==> config.mk <==
export PLATFORM = sky130hd
export DESIGN_NAME = hexuart_receiver
export DESIGN_NICKNAME = d
export VERILOG_FILES = /design/src/rtl/hexuart_pkg.sv /design/src/rtl/hexuart_deserializer.sv /design/src/rtl/hexuart_receiver.sv
export SDC_FILE = /design/constraint.sdc
export NUM_CORES = 1
export LEC_CHECK = 0
export BUFFER_PORTS_ARGS = -buffer_cell sky130_fd_sc_hd__buf_2
export CAP_MARGIN = 20
export CORE_MARGIN = 3
export CORE_UTILIZATION = 54
export CTS_CLUSTER_SIZE = 12
export DETAILED_ROUTE_END_ITERATION = 7
export PLACE_DENSITY_LB_ADDON = 0.05
export SLEW_MARGIN = 20
export SYNTH_ARGS = -nofsm -noshare
export SYNTH_HDL_FRONTEND = slang
export SYNTH_SLANG_ARGS = --single-unit
export TNS_END_PERCENT = 100
==> constraint.sdc <==
create_clock -name clk -period 2.15 [get_ports clk]
set_clock_uncertainty 0.05 [all_clocks]
set_input_delay 0 -clock clk [delete_from_list [all_inputs] [get_ports clk]]
set_output_delay 0 -clock clk [all_outputs]
set_load 0.01 [all_outputs]
==> src/rtl/hexuart_pkg.sv <==
// Shared constants, state types and hex-digit decode for the hex-line UART link.
// HEXUART_RX_LOWERCASE_EN: also accept 'a'-'f' as hex digits.
package hexuart_pkg;

    localparam logic [7:0] CH_LF = 8'h0A;
    localparam logic [7:0] CH_CR = 8'h0D;
    localparam logic [7:0] CH_0  = 8'h30;
    localparam logic [7:0] CH_A  = 8'h41;
    localparam logic [7:0] CH_LA = 8'h61;

    localparam int HEX_DIGITS = 8;

    typedef enum logic [1:0] {
        S_PREFIX,
        S_HEX,
        S_LF,
        S_CR
    } parse_state_t;

    typedef enum logic [1:0] {
        RX_IDLE,
        RX_START,
        RX_DATA,
        RX_STOP
    } rx_state_t;

    // Returns {valid, nibble}.
    function automatic logic [4:0] hex_decode(input logic [7:0] c);
        logic [4:0] r;
        r = 5'd0;
        if (c >= CH_0 && c <= CH_0 + 8'd9)
            r = {1'b1, 4'(c - CH_0)};
        else if (c >= CH_A && c <= CH_A + 8'd5)
            r = {1'b1, 4'(c - CH_A + 8'd10)};
`ifdef HEXUART_RX_LOWERCASE_EN
        else if (c >= CH_LA && c <= CH_LA + 8'd5)
            r = {1'b1, 4'(c - CH_LA + 8'd10)};
`endif
        return r;
    endfunction

endpackage

==> src/rtl/hexuart_deserializer.sv <==
// 8N1 UART byte receiver with 2-FF input synchronizer.
// Returns to idle at mid-stop so back-to-back bytes decode.
module hexuart_deserializer
    import hexuart_pkg::*;
#(
    parameter int SAMPLECLK = 434
) (
    input  logic       clk,
    input  logic       reset_n,
    input  logic       rx,
    output logic [7:0] rx_byte,
    output logic       byte_valid,
    output logic       frame_err
);

    localparam int CW   = $clog2(SAMPLECLK + 1);
    localparam int HALF = SAMPLECLK / 2;

    rx_state_t     state;
    logic [1:0]    sync;
    logic [CW-1:0] cnt;
    logic [2:0]    bit_idx;
    logic [7:0]    shreg;
    logic          rxs;

    assign rxs = sync[1];

    always_ff @(posedge clk or negedge reset_n) begin
        if (!reset_n) begin
            state      <= RX_IDLE;
            sync       <= 2'b11;
            cnt        <= '0;
            bit_idx    <= '0;
            shreg      <= '0;
            rx_byte    <= '0;
            byte_valid <= 1'b0;
            frame_err  <= 1'b0;
        end else begin
            sync       <= {sync[0], rx};
            byte_valid <= 1'b0;
            frame_err  <= 1'b0;
            unique case (state)
                RX_IDLE: begin
                    cnt <= '0;
                    if (!rxs)
                        state <= RX_START;
                end
                RX_START: begin
                    if (cnt == CW'(HALF - 1)) begin
                        cnt     <= '0;
                        bit_idx <= '0;
                        state   <= rxs ? RX_IDLE : RX_DATA;
                    end else begin
                        cnt <= cnt + 1'b1;
                    end
                end
                RX_DATA: begin
                    if (cnt == CW'(SAMPLECLK - 1)) begin
                        cnt     <= '0;
                        shreg   <= {rxs, shreg[7:1]};
                        bit_idx <= bit_idx + 1'b1;
                        if (bit_idx == 3'd7)
                            state <= RX_STOP;
                    end else begin
                        cnt <= cnt + 1'b1;
                    end
                end
                RX_STOP: begin
                    if (cnt == CW'(SAMPLECLK - 1)) begin
                        cnt   <= '0;
                        state <= RX_IDLE;
                        if (rxs) begin
                            rx_byte    <= shreg;
                            byte_valid <= 1'b1;
                        end else begin
                            frame_err <= 1'b1;
                        end
                    end else begin
                        cnt <= cnt + 1'b1;
                    end
                end
            endcase
        end
    end

endmodule

==> src/rtl/hexuart_receiver.sv <==
// Hex-line UART receiver: parses <prefix><8 hex><LF><CR> into prefix/value.
// HEXUART_RX_LOWERCASE_EN: lowercase hex digits accepted (see hexuart_pkg).
module hexuart_receiver
    import hexuart_pkg::*;
#(
    parameter int CLKFREQ   = 50000000,
    parameter int BAUDRATE  = 115200,
    parameter int SAMPLECLK = CLKFREQ / BAUDRATE
) (
    input  logic        clk,
    input  logic        reset_n,
    input  logic        rx,
    output logic [7:0]  prefix,
    output logic [31:0] value,
    output logic        newval,
    output logic        err
);

    logic [7:0]   rx_byte;
    logic         byte_valid;
    logic         frame_err;
    logic [4:0]   dig;
    parse_state_t state;
    logic [7:0]   cand;
    logic [31:0]  shift;
    logic [2:0]   cnt;

    hexuart_deserializer #(
        .SAMPLECLK(SAMPLECLK)
    ) u_deser (
        .clk       (clk),
        .reset_n   (reset_n),
        .rx        (rx),
        .rx_byte   (rx_byte),
        .byte_valid(byte_valid),
        .frame_err (frame_err)
    );

    assign dig = hex_decode(rx_byte);

    always_ff @(posedge clk or negedge reset_n) begin
        if (!reset_n) begin
            state  <= S_PREFIX;
            cand   <= '0;
            shift  <= '0;
            cnt    <= '0;
            prefix <= '0;
            value  <= '0;
            newval <= 1'b0;
            err    <= 1'b0;
        end else begin
            newval <= 1'b0;
            err    <= 1'b0;
            if (frame_err) begin
                err   <= 1'b1;
                state <= S_PREFIX;
            end else if (byte_valid) begin
                unique case (state)
                    S_PREFIX: begin
                        if (rx_byte != CH_LF && rx_byte != CH_CR) begin
                            cand  <= rx_byte;
                            cnt   <= '0;
                            shift <= '0;
                            state <= S_HEX;
                        end
                    end
                    S_HEX: begin
                        if (dig[4]) begin
                            shift <= {shift[27:0], dig[3:0]};
                            // Counter saturates at the last digit.
                            if (cnt == 3'(HEX_DIGITS - 1))
                                state <= S_LF;
                            else
                                cnt <= cnt + 1'b1;
                        end else begin
                            err   <= 1'b1;
                            state <= S_PREFIX;
                        end
                    end
                    S_LF: begin
                        if (rx_byte == CH_LF) begin
                            state <= S_CR;
                        end else begin
                            err   <= 1'b1;
                            state <= S_PREFIX;
                        end
                    end
                    S_CR: begin
                        state <= S_PREFIX;
                        if (rx_byte == CH_CR) begin
                            prefix <= cand;
                            value  <= shift;
                            newval <= 1'b1;
                        end else begin
                            err <= 1'b1;
                        end
                    end
                endcase
            end
        end
    end

endmodule

==> impl_metrics.ini, run 1 <==
[floorplanning]
core.rowCount = 36
core_sq_um = 10000
die_w_um = 109
die_h_um = 109
die-area_sq_um = 11800
ios = 45
initial_utilization_pct = 56.9

[synthesis]
ys_seq_area_share_pct = 53.1
synth_area_sq_um = 5710
synthFlopType = dfrtp_1
ys_ff_latch = 121
netlist_instances = 459
synthDistinctLibCells = 63
synthArstFlopShare_pct = 100
avgSynthCellArea_sq_um = 12.4
ys.warnings.count = 0
synth_edf_count = 0
synth_nets = 479

[timing]
maxSlewHeadroom_pct = 53.6
layout_min_cycle_time_ns = 2.15
worstMarginPinSlew_ns = 0.696
fmax_mhz = 466
finalSetupViolations = 0
tns_ns = 0
slew_violations = 0
grt_setup_unrepaired = true
final-hold-violation-count = 0
setup_ws_ns = 0.00483
period_share_pct = 99.8

[critical_path]
crit_chain = inv_2 > ha_4 > or3b_4 > nand4_1 > buf_4 > a21boi_4 > buf_12 > a221o_1
criticalPathCategory = register to register
worstSetupStartpointType = register
rr_startpoint = u_deser.rx_byte[1]
path_max_fanout = 15
cp.arrival_ns = 2.48
cp.required_ns = 2.49
cp_slowest_cell = dfrtp_1
crit_path_end_kind = register
critPathLaunch = u_deser.rx_byte[1]
critPathMaxStageDelay_ns = 0.41

[pwr]
pwr_density_cell_nw_per_um2 = 718
leakage_nw = 3.58
fin_total_pwr_w = 0.00507
ir_drop_mv = 0.486

[finish]
seq_area_sq_um = 3030
layout_common_cells = 118 x dfrtp_1, 43 x buf_2, 41 x nand2_1
fillCellCount = 699
nNetsFinal = 555
drive_gt1_share_pct = 37.2
finalCoreUtilization_pct = 70.2
multiInputGateArea_sq_um = 2550
areaGrowthSynthToFinish_pct = 23.6
final_common_cell = dfrtp_1
antennaDiodeCount = 0
instances_no_fill = 681

[clock_network]
cts_tree = yes
cts.clk_slew.worst_paths_ns = 0.06
cts_buffers = 17
cts_buffer_depth = 2
htree_levels = 4
cts-root-buf = clkbuf_8
clk_latency_ns = 0.51
clock_sinks = 121

[placement]
place_ws_ns = -0.0513
dp_hpwl_um = 7930
portBuffers = 44
place_congestion = 0.852
place_inst = 641

[route]
drc_errors = 0
vias = 3957
vias_per_cell = 5.81
wl_um = 12600
firstDrtPassIters = 4
drt_iter0_markers = 224
routedWlPerCell_um = 18.5
ant_nets = 0

[min_path]
hold_class = input pin to async pin

[grt]
overflow = 0
grt_max_degree = 53
grt_use_total_pct = 22.7
grt_pass1_wl_um = 20800
antenna_found_initial = 0
grt_pass1_vias = 4044

[flow_run]
drv_cap = 0

[status]
outcome = completed
==> area by class of cell <==
| class | instances | share of cell area (%) |
|---|---|---|
| Sequential cell | 121 | 43.0 |
| Multi-Input combinational cell | 292 | 36.1 |
| Clock buffer | 21 | 6.37 |
| Inverter | 16 | 0.851 |
| Clock inverter | 11 | 1.74 |
| Tap cell | 133 | 2.36 |
| Timing Repair Buffer | 87 | 9.59 |
==> synth_stat cells, types with 3 or more instances <==
library cell,count,share of area (%)
dfrtp_1,119,52
nand2_1,41,2.7
mux2_4,39,10
a221o_1,31,5.4
nor3_1,31,2.7
mux2_2,26,5.1
clkbuf_1,18,1.2
ha_1,17,3.7
inv_1,15,0.99
nor2_1,14,0.92
nand3_1,10,0.88
buf_2,8,0.70
o21ai_0,7,0.61
xnor2_1,5,0.77
buf_6,4,0.79
nand4_1,4,0.44
xor2_1,4,0.61
a21boi_0,3,0.39
a311oi_1,3,0.46
nor4_1,3,0.33
o221ai_1,3,0.46
or3_1,3,0.33
==> logic make-up after synthesis <==
logic type,share of synthesized area [%]
AND/OR/NAND/NOR,11.4
AO/OA/AOI/OAI,11.4
multiplexers,15.4
flip-flops,53.1
adder cells (fa/ha/maj),3.72
XOR/XNOR,1.38
buffers and inverters,3.72
==> power breakdown <==
part	switching (W)	internal, W	total (W)
sequential	0.00000194	0.00228	0.00228
clock	0.00102	0.00171	0.00273
combinational	0.0000454	0.0000114	0.0000568
==> path summary, 6_finish.rpt <==
path,endpoint,slack [ns],cells after the start
max,shift[25],0.005,8
min,newval,0.01,2
max reg2reg,shift[25],0.005,8
min reg2reg,u_deser.sync[1],0.30,0
max in group asynchronous,u_deser.sync[1],1.23,3
min in group clk,u_deser.sync[0],0.09,2
==> timing repair <==
item | CTS | global route
setup buffers | 1 | 1
cloned | 1 | 3
hold endpoints to repair | 92 | 0
hold buffers | 2 | 0
endpoints found under the setup margin | 67 | 64
pin swaps | 1 | 7
resized for setup | 6 | 21
==> sequential cells by signal, summed over array words and instances, names as in the netlist, 2 cells and up, named ones only <==
| name | flops |
|---|---|
| prefix | 8 |
| u_deser.shreg | 8 |
| u_deser.cnt | 9 |
| u_deser.bit_idx | 3 |
| cand | 8 |
| value | 32 |
| u_deser.rx_byte | 8 |
| u_deser.sync | 2 |
| cnt | 3 |
| shift | 32 |
| state | 2 |
==> stage by stage <==
step / area [sq um] / hold WS (ns)
2_1_floorplan: 5720 / -0.346
3_3_place_gp: 6280 / 0.0316
3_5_place_dp: 6280 / 0.0351
4_1_cts: 6930 / 0.0297
5_1_grt: 7060 / 0.0711
6_report: 7060 / 0.0133
==> layer usage <==
layer  GRT usage [%]  wire [um]  vias to the layer above
met5               0          0                        -
met2            36.6       6400                       91
li1                -          -                     1850
met4            7.75        151                        0
met3            4.74        422                       15
met1            30.6       5610                     2001
==> worst max-delay path, delay by kind of cell (launching register included) <==
family,cells,cell delay [ns]
AO/OA/AOI/OAI,2,0.38
adder cells (fa/ha/maj),1,0.18
buffers and inverters,3,0.41
flip-flops,1,0.41
AND/OR/NAND/NOR,2,0.58
Note: power is estimated with default switching activity, not from simulation.
==> run 2: changes to the inputs <==
ABC_CLOCK_PERIOD_IN_PS = 2150   (was not set)
CORE_UTILIZATION = 50   (was 54)
==> impl_metrics.ini, run 2 (synthesis results as in run 1) <==
[status]
outcome = finished with violations
violations = negative setup slack

[floorplanning]
die_w_um = 113
core.rowCount = 38
ios = 45
initial_utilization_pct = 52.0
core_sq_um = 11000
die-area_sq_um = 12700
die_h_um = 113

[flow_run]
drv_cap = 0

[finish]
finalCoreUtilization_pct = 64.7
final_common_cell = dfrtp_1
drive_gt1_share_pct = 36.2
nNetsFinal = 562
reg_top3 = shift x32, value x32, u_deser.cnt x9
antennaDiodeCount = 0
areaGrowthSynthToFinish_pct = 24.3
layout_common_cells = 119 x dfrtp_1, 43 x buf_2, 41 x nand2_1

[timing]
holdWs_ns = 0.0619
layout_min_cycle_time_ns = 2.16
setup_ws_ns = -0.0132
final-hold-violation-count = 0
tns_ns = -0.0748
slew_violations = 0
finalSetupViolations = 9
grt_setup_unrepaired = true
period_share_pct = 101
fmax_mhz = 462
worstMarginPinSlew_ns = 0.575
maxSlewHeadroom_pct = 61.7

[clock_network]
clk_latency_ns = 0.42
clock_sinks = 121
cts_buffers = 17
htree_levels = 4
cts_buffer_depth = 2
cts-root-buf = clkbuf_16
cts.clk_slew.worst_paths_ns = 0.05
cts_tree = yes

[critical_path]
crit_path_end_kind = register
rr_startpoint = u_deser.rx_byte[0]
criticalPathCategory = register to register
worst-r2r-cell-count = 8
rrSetupSlack_ns = -0.01
rr_endpoint = shift[4]
worstSetupStartpointType = register
cp.required_ns = 2.39
cp.arrival_ns = 2.40
path_max_fanout = 7

[pwr]
ir_drop_mv = 0.636
leakage_nw = 3.61
pwr_density_cell_nw_per_um2 = 698
fin_total_pwr_w = 0.00495

[route]
wl_um = 12000
drc_errors = 0
vias = 3921
vias_per_cell = 5.64
routedWlPerCell_um = 17.3
firstDrtPassIters = 4
drt_iter0_markers = 249
ant_nets = 0

[placement]
dp_hpwl_um = 7730
place_congestion = 0.828
portBuffers = 44

[grt]
grt_pass1_vias = 3990
grt_pass1_wl_um = 19800
antenna_found_initial = 0
grt_max_degree = 60
grt_use_total_pct = 19.6
overflow = 0

[min_path]
hold_class = input pin to async pin
[run 2: cell types whose count changed in the layout (fill, tap and decap cells not counted), sizes merged]
cell / delta
buf: +6
bufinv: -1
clkinvlp: -2
clkinv: -1
clkbuf: +5
[run 2: critical path, stage by stage (launching register included)]
cell and delay [ns]:
dfrtp_1 0.44, inv_2 0.13, ha_4 0.14, or3b_4 0.37, nand4_1 0.18, buf_4 0.16
a21boi_4 0.09, clkbuf_16 0.19, a221o_1 0.29
[run 2: final cells by class]
cell class	instances	area, sq um
multi-input combinational	292	2530
timing repair buffer	94	759
inverter	16	60.1
fill	820	3880
clock inverter	7	68.8
clock buffer	25	475
sequential	121	3030
tap	140	175
[run 2: stage by stage]
stage	area (sq um)	setup WS [ns]	cells
floorplan	5720	0.00819	459
CTS	6950	0.00496	689
global route	7100	-0.0764	695
detailed placement	6340	-0.0391	653
finish	7100	-0.0132	695
global placement	6340	-0.0275	653
[run 2: worst max path at each step]
stage,start,endpoint,slack [ns]
after global placement,u_deser.rx_byte[5],value[15],-0.03
after global routing,u_deser.rx_byte[0],shift[18],-0.08
after detailed placement,u_deser.rx_byte[5],value[13],-0.04
final,u_deser.rx_byte[0],shift[4],-0.01
after CTS,u_deser.rx_byte[0],shift[9],0.005
after floorplan,u_deser.rx_byte[0],shift[3],0.008
[run 2: what timing repair did]
item,CTS,global route
gates cloned,1,3
pin swaps,0,4
endpoints found under the hold margin,40,0
resized for setup,1,16
hold buffers,2,0
setup endpoints to repair,43,57
setup buffers,1,3
[run 2: metal layers]
layer | vias to the layer above | share of wire [%] | global-route usage, % | routed length (um)
li1 | 1871 | - | - | -
met4 | 0 | 1.6 | 7.29 | 193
met1 | 1968 | 46 | 25.5 | 5520
met2 | 61 | 49 | 31.5 | 5900
met5 | - | 0 | 0 | 0
met3 | 21 | 3.5 | 5.40 | 419
[run 2: power by group]
group / total, W / switching, W / internal (W)
Sequential: 0.00229 / 0.00000194 / 0.00228
Combinational: 0.0000533 / 0.0000442 / 0.00000910
Clock: 0.00261 / 0.000972 / 0.00164
Total: 0.00495 / 0.00102 / 0.00393
==> run 3: changes to the inputs <==
TNS_END_PERCENT = 1   (was 100)
==> impl_metrics.ini, run 3 (synthesis results as in run 1) <==
[status]
outcome = finished with violations
violations = negative setup slack

[floorplanning]
core.rowCount = 38
die_h_um = 113
initial_utilization_pct = 52.0
core_sq_um = 11000
ios = 45
die-area_sq_um = 12700
die_w_um = 113

[clock_network]
cts_buffer_depth = 2
cts_tree = yes
cts_buffers = 17
clock_sinks = 121
clk_latency_ns = 0.42
htree_levels = 4
cts.clk_slew.worst_paths_ns = 0.05
cts-root-buf = clkbuf_16

[grt]
overflow = 0
use_met3_pct = 5.40
grt_use_total_pct = 19.6
met2_usage_pct = 31.5
grt_max_degree = 60
use_met1_pct = 25.5
grt_pass1_vias = 3989
antenna_found_initial = 0
top_usage_layer = met2
grt_pass1_wl_um = 19800

[placement]
place_congestion = 0.828
place_inst = 653
dp_hpwl_um = 7730
portBuffers = 44

[critical_path]
worstSetupStartpointType = register
path_max_fanout = 4
cp_slowest_cell = a2111o_1
crit_buf_inv = 1
criticalPathCategory = register to register
cp.required_ns = 2.40
critPathMaxStageDelay_ns = 0.53
crit_path_end_kind = register
crit_chain = inv_2 > ha_4 > or3b_4 > nand4_1 > a2111o_1 > a32o_1
cp.arrival_ns = 2.40
cp_top_family = compound AO/OA/AOI/OAI gates

[pwr]
pwr_density_cell_nw_per_um2 = 702
power_frac_clock_pct = 52.8
pwr-share-seq_pct = 46.1
ir_drop_mv = 0.636
fin_total_pwr_w = 0.00495
sw_frac_of_total_pct = 20.6
internal-power_w = 0.00393
p_sw_w = 0.00102
leakage_nw = 3.59
combPwrFrac_pct = 1.1

[route]
drc_errors = 0
vias = 3913
vias_per_cell = 5.65
drt_iter0_markers = 216
firstDrtPassIters = 4
routedWlPerCell_um = 17.2
ant_nets = 0
wl_um = 11900

[timing]
setup_ws_ns = -0.00118
final-hold-violation-count = 0
fmax_mhz = 465
period_share_pct = 100
slew_violations = 0
holdWs_ns = 0.0641
layout_min_cycle_time_ns = 2.15
worstMarginPinSlew_ns = 0.578
maxSlewHeadroom_pct = 61.5
finalSetupViolations = 1
grt_setup_unrepaired = true

[finish]
reg_top3 = shift x32, value x32, u_deser.cnt x9
drive_gt1_share_pct = 36.1
nNetsFinal = 559
final_common_cell = dfrtp_1
layout_common_cells = 119 x dfrtp_1, 43 x buf_2, 41 x nand2_1
areaGrowthSynthToFinish_pct = 23.6
instances_no_fill = 692
antennaDiodeCount = 0

[flow_run]
drv_cap = 0

[min_path]
hold_class = input pin to async pin
[run 3: path summary, 6_finish.rpt]
check / cells after the start / end / from / slack [ns]
min: 2 / newval / reset_n / 0.06
max: 6 / cnt[2] / u_deser.rx_byte[0] / -0.001
min in group clk: 2 / u_deser.sync[0] / rx / 0.18
max reg2reg: 6 / cnt[2] / u_deser.rx_byte[0] / -0.001
min reg2reg: 0 / u_deser.sync[1] / u_deser.sync[0] / 0.31
max in group asynchronous: 3 / u_deser.sync[1] / reset_n / 1.24
[run 3: worst register-to-register path, cell delays in order (launching register included)]
cell and delay (ns):
dfrtp_1 0.44, inv_2 0.10, ha_4 0.17, or3b_4 0.22, nand4_1 0.28, a2111o_1 0.53
a32o_1 0.26
[run 3: layout make-up]
| class | count | area, sq um |
|---|---|---|
| fillers | 827 | 3930 |
| flip-flops and latches | 121 | 3030 |
| multi-input cells | 292 | 2540 |
| repair buffers | 91 | 708 |
| clock buffers | 25 | 475 |
| well taps | 140 | 175 |
| clock inverters | 7 | 68.8 |
| inverters | 16 | 60.1 |
[run 3: timing repair]
item,in CTS,in global routing
hold buffers,2,0
buffers inserted,0,3
hold endpoints to repair,40,0
cloned,1,1
setup endpoints to repair,43,60
pin swaps,0,7
resized for setup,1,16
[run 3: routing by layer]
metal / share of wire, % / up-vias
met2: 49 / 63
li1: - / 1857
met3: 3.8 / 18
met5: 0 / -
met4: 1.3 / 0
met1: 46 / 1975
[run 3: through the flow]
| step | area, sq um | setup WS (ns) | util, % | setup TNS, ns |
|---|---|---|---|---|
| after floorplan | 5720 | 0.00819 | - | 0 |
| after global placement | 6340 | -0.0275 | 57.7 | -0.768 |
| after detailed placement | 6340 | -0.0391 | 57.7 | -1.25 |
| after CTS | 6940 | -0.00695 | 63.2 | -0.00984 |
| after global routing | 7060 | -0.0449 | 64.2 | -1.04 |
| final | 7060 | -0.00118 | 64.2 | -0.00118 |
[run 3: power groups by stage]
stage / logic [W] / registers [W] / clock network (W)
2_1_floorplan: 0.0000000317 / 0.00232 / 0
3_3_place_gp: 0.0000537 / 0.00232 / 0
3_5_place_dp: 0.0000546 / 0.00232 / 0
4_1_cts: 0.0000574 / 0.00228 / 0.00266
5_1_grt: 0.0000633 / 0.00228 / 0.00276
6_report: 0.0000534 / 0.00229 / 0.00261
